## src/rtl/ps2_key_event_ctrl_pkg.sv

```systemverilog
// Shared scancode constants, controller FSM states and ROM address layout for the PS/2 key path.
// No logic, no latency, no backpressure.
package ps2_kbd_pkg;
  localparam logic [7:0] SC_EXT    = 8'hE0;
  localparam logic [7:0] SC_BREAK  = 8'hF0;
  localparam logic [7:0] SC_LSHIFT = 8'h12;
  localparam logic [7:0] SC_RSHIFT = 8'h59;
  localparam logic [7:0] SC_CAPS   = 8'h58;
  localparam logic [7:0] SC_LANG   = 8'h0E;
  localparam int         ROM_AW    = 10;

  typedef enum logic [2:0] {IDLE, BRK, EXT, EXT_BRK, LOOKUP, WAIT} state_t;

  typedef struct packed {
    logic       lang;
    logic       shift;
    logic [7:0] sc;
  } rom_addr_t;

  function automatic logic is_shift(input logic [7:0] b);
    return (b == SC_LSHIFT) || (b == SC_RSHIFT);
  endfunction

  function automatic logic is_mod(input logic [7:0] b);
    return is_shift(b) || (b == SC_CAPS) || (b == SC_LANG);
  endfunction
endpackage

```

## src/rtl/ps2_key_event_ctrl_fifo.sv

```systemverilog
// Character FIFO: one-cycle write-to-valid latency, head shown combinationally (0 when empty).
// Backpressure: a write on full succeeds only if the head is popped in the same cycle.
module kbd_char_fifo #(
  parameter int FIFO_DEPTH = 4
) (
  input  logic       clk,
  input  logic       rst_n,
  input  logic       wr_vld,
  input  logic [7:0] wr_dat,
  input  logic       rd_rdy,
  output logic [7:0] rd_dat,
  output logic       rd_vld,
  output logic       full
);
  localparam int           AW      = $clog2(FIFO_DEPTH);
  localparam logic [AW:0]  DEPTH_C = FIFO_DEPTH[AW:0];

  logic [7:0]    mem [FIFO_DEPTH];
  logic [AW-1:0] wr_ptr, rd_ptr;
  logic [AW:0]   count;
  logic          do_push, do_pop;

  assign rd_vld  = (count != '0);
  assign full    = (count == DEPTH_C);
  assign do_pop  = rd_rdy && rd_vld;
  assign do_push = wr_vld && (!full || do_pop);
  assign rd_dat  = rd_vld ? mem[rd_ptr] : 8'h00;

  always_ff @(posedge clk) begin
    if (do_push) mem[wr_ptr] <= wr_dat;
  end

  always_ff @(posedge clk or negedge rst_n) begin
    if (!rst_n) begin
      wr_ptr <= '0;
      rd_ptr <= '0;
      count  <= '0;
    end else begin
      if (do_push) wr_ptr <= wr_ptr + 1'b1;
      if (do_pop)  rd_ptr <= rd_ptr + 1'b1;
      case ({do_push, do_pop})
        2'b10:   count <= count + 1'b1;
        2'b01:   count <= count - 1'b1;
        default: count <= count;
      endcase
    end
  end
endmodule

```

## src/rtl/ps2_key_event_ctrl.sv

```systemverilog
// PS/2 byte stream to ASCII: make accepted at T -> FIFO write at T+1+ROM_LAT; byte_ready low during lookup.
// Dropped characters on full FIFO set sticky overflow; AUTOREPEAT_SUPPRESS_EN suppresses typematic repeats.
module ps2_key_event_ctrl
  import ps2_kbd_pkg::*;
#(
  parameter int FIFO_DEPTH = 4,
  parameter int ROM_LAT    = 1
) (
  input  logic                clk,
  input  logic                rst_n,
  input  logic [7:0]          byte_in,
  input  logic                byte_valid,
  output logic                byte_ready,
  output logic [ROM_AW-1:0]   rom_addr,
  input  logic [7:0]          rom_data,
  output logic [7:0]          char_out,
  output logic                char_valid,
  input  logic                char_ready,
  output logic                caps_led,
  output logic                lang,
  output logic                shift_eff,
  output logic                overflow
);
  localparam logic [1:0] LAT_LAST = 2'(ROM_LAT - 1);

  state_t    state, state_nxt;
  rom_addr_t addr_q;
  logic      holding_shift, caps_held, lang_held;
  logic [1:0] lat_cnt;
  logic      accept, repeat_hit, make_go, lat_done, fifo_wr, fifo_full;

  assign accept    = byte_valid && byte_ready;
  assign shift_eff = holding_shift ^ caps_led;
  assign rom_addr  = addr_q;
  assign lat_done  = (lat_cnt == LAT_LAST);
  assign make_go   = (state == IDLE) && accept && (byte_in != SC_EXT) &&
                     (byte_in != SC_BREAK) && !is_mod(byte_in) && !repeat_hit;
  assign fifo_wr   = (state == WAIT) && lat_done && (rom_data != 8'h00);

`ifdef AUTOREPEAT_SUPPRESS_EN
  logic [7:0] rpt_sc;
  logic       rpt_armed;

  assign repeat_hit = rpt_armed && (byte_in == rpt_sc);

  always_ff @(posedge clk or negedge rst_n) begin
    if (!rst_n) begin
      rpt_sc    <= 8'h00;
      rpt_armed <= 1'b0;
    end else if (make_go) begin
      rpt_sc    <= byte_in;
      rpt_armed <= 1'b1;
    end else if ((state == BRK) && accept && (byte_in == rpt_sc)) begin
      rpt_armed <= 1'b0;
    end
  end
`else
  assign repeat_hit = 1'b0;
`endif

  always_comb begin
    state_nxt  = state;
    byte_ready = 1'b1;
    case (state)
      IDLE: begin
        if (accept) begin
          if (byte_in == SC_EXT)        state_nxt = EXT;
          else if (byte_in == SC_BREAK) state_nxt = BRK;
          else if (make_go)             state_nxt = LOOKUP;
        end
      end
      BRK, EXT_BRK: if (accept) state_nxt = IDLE;
      EXT: if (accept) state_nxt = (byte_in == SC_BREAK) ? EXT_BRK : IDLE;
      LOOKUP: begin
        byte_ready = 1'b0;
        state_nxt  = WAIT;
      end
      WAIT: begin
        byte_ready = 1'b0;
        if (lat_done) state_nxt = IDLE;
      end
      default: state_nxt = IDLE;
    endcase
  end

  always_ff @(posedge clk or negedge rst_n) begin
    if (!rst_n) state <= IDLE;
    else        state <= state_nxt;
  end

  // Held flags make caps/lang toggle once per physical press despite typematic repeats.
  always_ff @(posedge clk or negedge rst_n) begin
    if (!rst_n) begin
      holding_shift <= 1'b0;
      caps_held     <= 1'b0;
      lang_held     <= 1'b0;
      caps_led      <= 1'b0;
      lang          <= 1'b0;
      addr_q        <= '0;
      lat_cnt       <= 2'd0;
      overflow      <= 1'b0;
    end else begin
      if ((state == IDLE) && accept) begin
        if (is_shift(byte_in)) holding_shift <= 1'b1;
        if (byte_in == SC_CAPS) begin
          caps_held <= 1'b1;
          if (!caps_held) caps_led <= ~caps_led;
        end
        if (byte_in == SC_LANG) begin
          lang_held <= 1'b1;
          if (!lang_held) lang <= ~lang;
        end
      end
      if ((state == BRK) && accept) begin
        if (is_shift(byte_in))  holding_shift <= 1'b0;
        if (byte_in == SC_CAPS) caps_held     <= 1'b0;
        if (byte_in == SC_LANG) lang_held     <= 1'b0;
      end
      if (make_go) addr_q <= '{lang: lang, shift: shift_eff, sc: byte_in};
      if (state == LOOKUP)    lat_cnt <= 2'd0;
      else if (state == WAIT) lat_cnt <= lat_cnt + 2'd1;
      if (fifo_wr && fifo_full && !char_ready) overflow <= 1'b1;
    end
  end

  kbd_char_fifo #(.FIFO_DEPTH(FIFO_DEPTH)) u_fifo (
    .clk    (clk),
    .rst_n  (rst_n),
    .wr_vld (fifo_wr),
    .wr_dat (rom_data),
    .rd_rdy (char_ready),
    .rd_dat (char_out),
    .rd_vld (char_valid),
    .full   (fifo_full)
  );
endmodule

```

## config.mk

```make
export PLATFORM = sky130hd
export DESIGN_NAME = ps2_key_event_ctrl
export DESIGN_NICKNAME = d
export VERILOG_FILES = /design/src/rtl/ps2_key_event_ctrl_pkg.sv /design/src/rtl/ps2_key_event_ctrl_fifo.sv /design/src/rtl/ps2_key_event_ctrl.sv
export SDC_FILE = /design/constraint.sdc
export NUM_CORES = 1
export LEC_CHECK = 0
export CAP_MARGIN = 0
export CORE_ASPECT_RATIO = 0.75
export CORE_MARGIN = 4
export CORE_UTILIZATION = 38
export CTS_CLUSTER_SIZE = 20
export DETAILED_ROUTE_END_ITERATION = 8
export PLACE_DENSITY = 0.66
export SLEW_MARGIN = 10
export SYNTH_ARGS = -nofsm -noshare
export SYNTH_HDL_FRONTEND = slang
export SYNTH_SLANG_ARGS = --single-unit
```

## constraint.sdc

```tcl
create_clock -name clk -period 3.1 [get_ports clk]
set_input_delay 0.31 -clock clk [delete_from_list [all_inputs] [get_ports clk]]
set_output_delay 0.31 -clock clk [all_outputs]
set_load 0.1 [all_outputs]
```

==> metrics.log <==
INFO  metric clock-root-buffer = sky130_fd_sc_hd__clkbuf_8
INFO  metric multi_input_area = 928 µm²
INFO  metric syn_inst = 178
INFO  metric number_of_h_tree_levels = 3
INFO  metric yosys.cell_count.top_type = sky130_fd_sc_hd__edfxtp_1
INFO  metric first_global_vias = 1586
INFO  metric highest_clock_frequency_the_design_can_meet = 0.421 GHz
INFO  metric timing.critical_path.buf_inv = 3
INFO  metric critical_path_cell_count = 11
INFO  metric syn-num-nets = 205
INFO  metric crit_required = 3.35 ns
INFO  metric ios = 44
INFO  metric setup_violations = 0
INFO  metric synthArstFlopShare = 46.7%
INFO  metric ff2ff_path_depth = 10
INFO  metric syn-mean-instance-area = 15.0 µm²
INFO  metric rows = 26
INFO  metric post_synth_main_area_contributors = sky130_fd_sc_hd__edfxtp_1, sky130_fd_sc_hd__dfrtp_1, sky130_fd_sc_hd__mux4_2, sky130_fd_sc_hd__ha_1, sky130_fd_sc_hd__and2_1
INFO  metric synthDistinctLibCells = 47
INFO  metric initial_core_util = 39.2%
INFO  metric yosys.area.top_type = sky130_fd_sc_hd__edfxtp_1
INFO  metric end_kind = register
INFO  metric global_route_total_usage_across_every_layer = 13.1%
INFO  metric cts_hold_buffers = 0
INFO  metric drt-initial-drc-count = 61
INFO  metric slew_viol_final = 0
INFO  metric post-route-min-period = 2.38 ns
INFO  metric ys.flop_type = sky130_fd_sc_hd__edfxtp_1
INFO  metric detail_route.drc_violations = 0
INFO  metric post_route_cells_drive_above_1_share = 22.6%
INFO  metric layout_worst_path_cycle_share = 76.6%
INFO  metric gp_routability_congestion = 0.766
INFO  metric port_buffers = 43
INFO  metric chipWidth = 105 µm
INFO  metric die_h = 80.5 µm
INFO  metric grt_setup_unrepaired = false
INFO  metric ys.warnings.count = 0
INFO  metric post_synth_most_frequent_cells = sky130_fd_sc_hd__edfxtp_1, sky130_fd_sc_hd__dfrtp_1, sky130_fd_sc_hd__inv_1, sky130_fd_sc_hd__and2_1, sky130_fd_sc_hd__mux4_2
INFO  metric count_of_vias_placed_by_the_detailed_router = 1608
INFO  metric coreArea = 6800 µm²
INFO  metric post_cts_buffers = 0
INFO  metric worst_hold_path_type = in -> async
INFO  metric grt_antenna_before_repair = 0
INFO  metric slowest_cell_on_the_critical_path = sky130_fd_sc_hd__clkdlybuf4s50_1
INFO  metric cpPeakStageDelay = 0.49 ns
INFO  metric total_cts_buffers = 9
INFO  metric critical_path.cell_chain = clkdlybuf4s50_1 -> nor4_1 -> a2111oi_2 -> and2b_4 -> inv_1 -> ha_1 -> inv_1 -> fa_1 -> xor2_1 -> nor2_1 -> xor2_1
INFO  metric antenna_cells_inserted = 0
INFO  metric crit_arrival = 2.63 ns
INFO  metric crit_family = simple AND/OR/NAND/NOR gates
INFO  metric critical_path_peak_fanout = 7
INFO  metric cts_buffer_depth = 2
INFO  metric worst_pin_slew = 0.971 ns
INFO  metric hold_slack = 0.365 ns
INFO  metric clkSlewWorstSetupHoldPaths = 0.08 ns
INFO  metric total_iterations_of_the_first_detailed_routing_run = 4
INFO  metric synth_enable_flop_cells = 32
INFO  metric sequential_cell_area = 1660 µm²
INFO  metric die-area = 8430 µm²
INFO  metric ctsResizeCount = 0
INFO  metric filler_cell_count = 578
INFO  metric avgViaCountPerCell = 5.06
INFO  metric cap_violations = 0
INFO  metric ys_seq_area_share = 62.3%
INFO  metric detail_route.wl_per_cell = 16.1 µm
INFO  metric worst_skew_pair.late_latency = 0.33 ns
INFO  metric synthToLayoutAreaGrowth = 26.0%
INFO  metric fin_worst_skew = 0.0132 ns
INFO  metric worstSetupStartpointType = input port
INFO  metric globalRoute.totalOverflow = 0
INFO  metric grt_start_max_net_pins = 29
INFO  metric worst_slew_margin_relative_to_its_limit = 35.1%
INFO  metric timing_worst_setup_path_type = in -> reg
INFO  metric detail_route.wirelength = 5.11 mm
INFO  metric postSynthRegisterBits = 60
INFO  metric setup_total_negative_slack = 0 ns
INFO  metric cts_tree = done
INFO  metric synth_largest_type_area_fraction = 36.0%
INFO  metric clock_sink_count = 60
INFO  metric grt_pass1_wl = 8.28 mm
INFO  metric status = completed
INFO  metric hold_viol_final = 0
INFO  metric syn-cell-area = 2670 µm²
INFO  metric dp_hpwl = 3.69 mm
INFO  metric detail-route-antenna-nets = 0
INFO  metric fin_nets = 256
-- through the flow --
step | cells | area (µm²) | worst slack [ns] | util, %
global route | 318 | 3360 | 0.569 | 49.4
CTS | 318 | 3360 | 0.658 | 49.4
floorplan | 178 | 2670 | 0.199 | -
detailed placement | 302 | 3160 | 0.368 | 46.5
finish | 318 | 3360 | 0.725 | 49.4
global placement | 302 | 3160 | 0.427 | 46.5
-- layout make-up --
cell class,instances,area share (%)
sequential,60,49.5
tap,84,3.13
inverter,13,1.53
multi-input combinational,100,27.6
timing repair buffer,45,12.3
clock inverter,7,2.24
clock buffer,9,3.69
-- placed cells by master (no fill, tap or decap), types with 4 or more instances in the layout --
cell / synthesis / routed
sky130_fd_sc_hd__mux2_1: 5 / 5
sky130_fd_sc_hd__nor4b_1: 4 / 4
sky130_fd_sc_hd__o21ai_0: 6 / 6
sky130_fd_sc_hd__dfrtp_1: 28 / 28
sky130_fd_sc_hd__edfxtp_1: 32 / 32
sky130_fd_sc_hd__inv_1: 11 / 11
sky130_fd_sc_hd__clkdlybuf4s50_1: 0 / 30
sky130_fd_sc_hd__buf_4: 1 / 15
sky130_fd_sc_hd__and2_2: 4 / 4
sky130_fd_sc_hd__ha_1: 6 / 6
sky130_fd_sc_hd__nor4_1: 4 / 4
sky130_fd_sc_hd__mux4_2: 8 / 8
sky130_fd_sc_hd__and2_1: 9 / 9
sky130_fd_sc_hd__xor2_1: 6 / 6
sky130_fd_sc_hd__nand2_1: 7 / 7
sky130_fd_sc_hd__clkbuf_8: 0 / 9
-- worst paths after layout --
| check | start | to | slack [ns] |
|---|---|---|---|
| min in group clk | u_fifo.count[2] | u_fifo.count[2] | 0.48 |
| hold / removal | rst_n | rom_addr[0] | 0.36 |
| setup / recovery | rom_data[0] | u_fifo.count[2] | 0.72 |
| hold reg to reg | u_fifo.count[2] | u_fifo.count[2] | 0.48 |
| max in group asynchronous | rst_n | u_fifo.wr_ptr[0] | 2.45 |
| setup reg to reg | state[2] | u_fifo.count[1] | 0.79 |
-- registers in the layout, indices dropped and copies added, names as in the netlist --
signal	cells
caps_held	1
caps_led	1
holding_shift	1
lang	1
lang_held	1
lat_cnt	2
overflow	1
rom_addr	10
state	3
u_fifo.count	3
u_fifo.mem	32
u_fifo.rd_ptr	2
u_fifo.wr_ptr	2
-- cells by family (layout without fill, tap and decap cells) --
family	after synthesis	in the layout	share of synthesized area, %
flip-flops	60	60	62.3
AND/OR/NAND/NOR	45	45	11.8
AO/OA/AOI/OAI	23	23	6.24
buffers and inverters	18	74	2.86
multiplexers	16	16	10.3
XOR/XNOR	9	9	2.96
adder cells (fa/ha/maj)	7	7	3.57
-- routing by layer --
layer	up-vias	part of all wire [%]	global-route usage, %
met2	24	46	18.8
met1	808	50	18.7
met3	5	3.1	4.10
met4	0	0.94	4.33
met5	-	0	0
li1	771	-	-
Power is left out: the tool's default activity adds up to more than one toggle a clock period on the data nets, which glitch-free logic cannot reach.
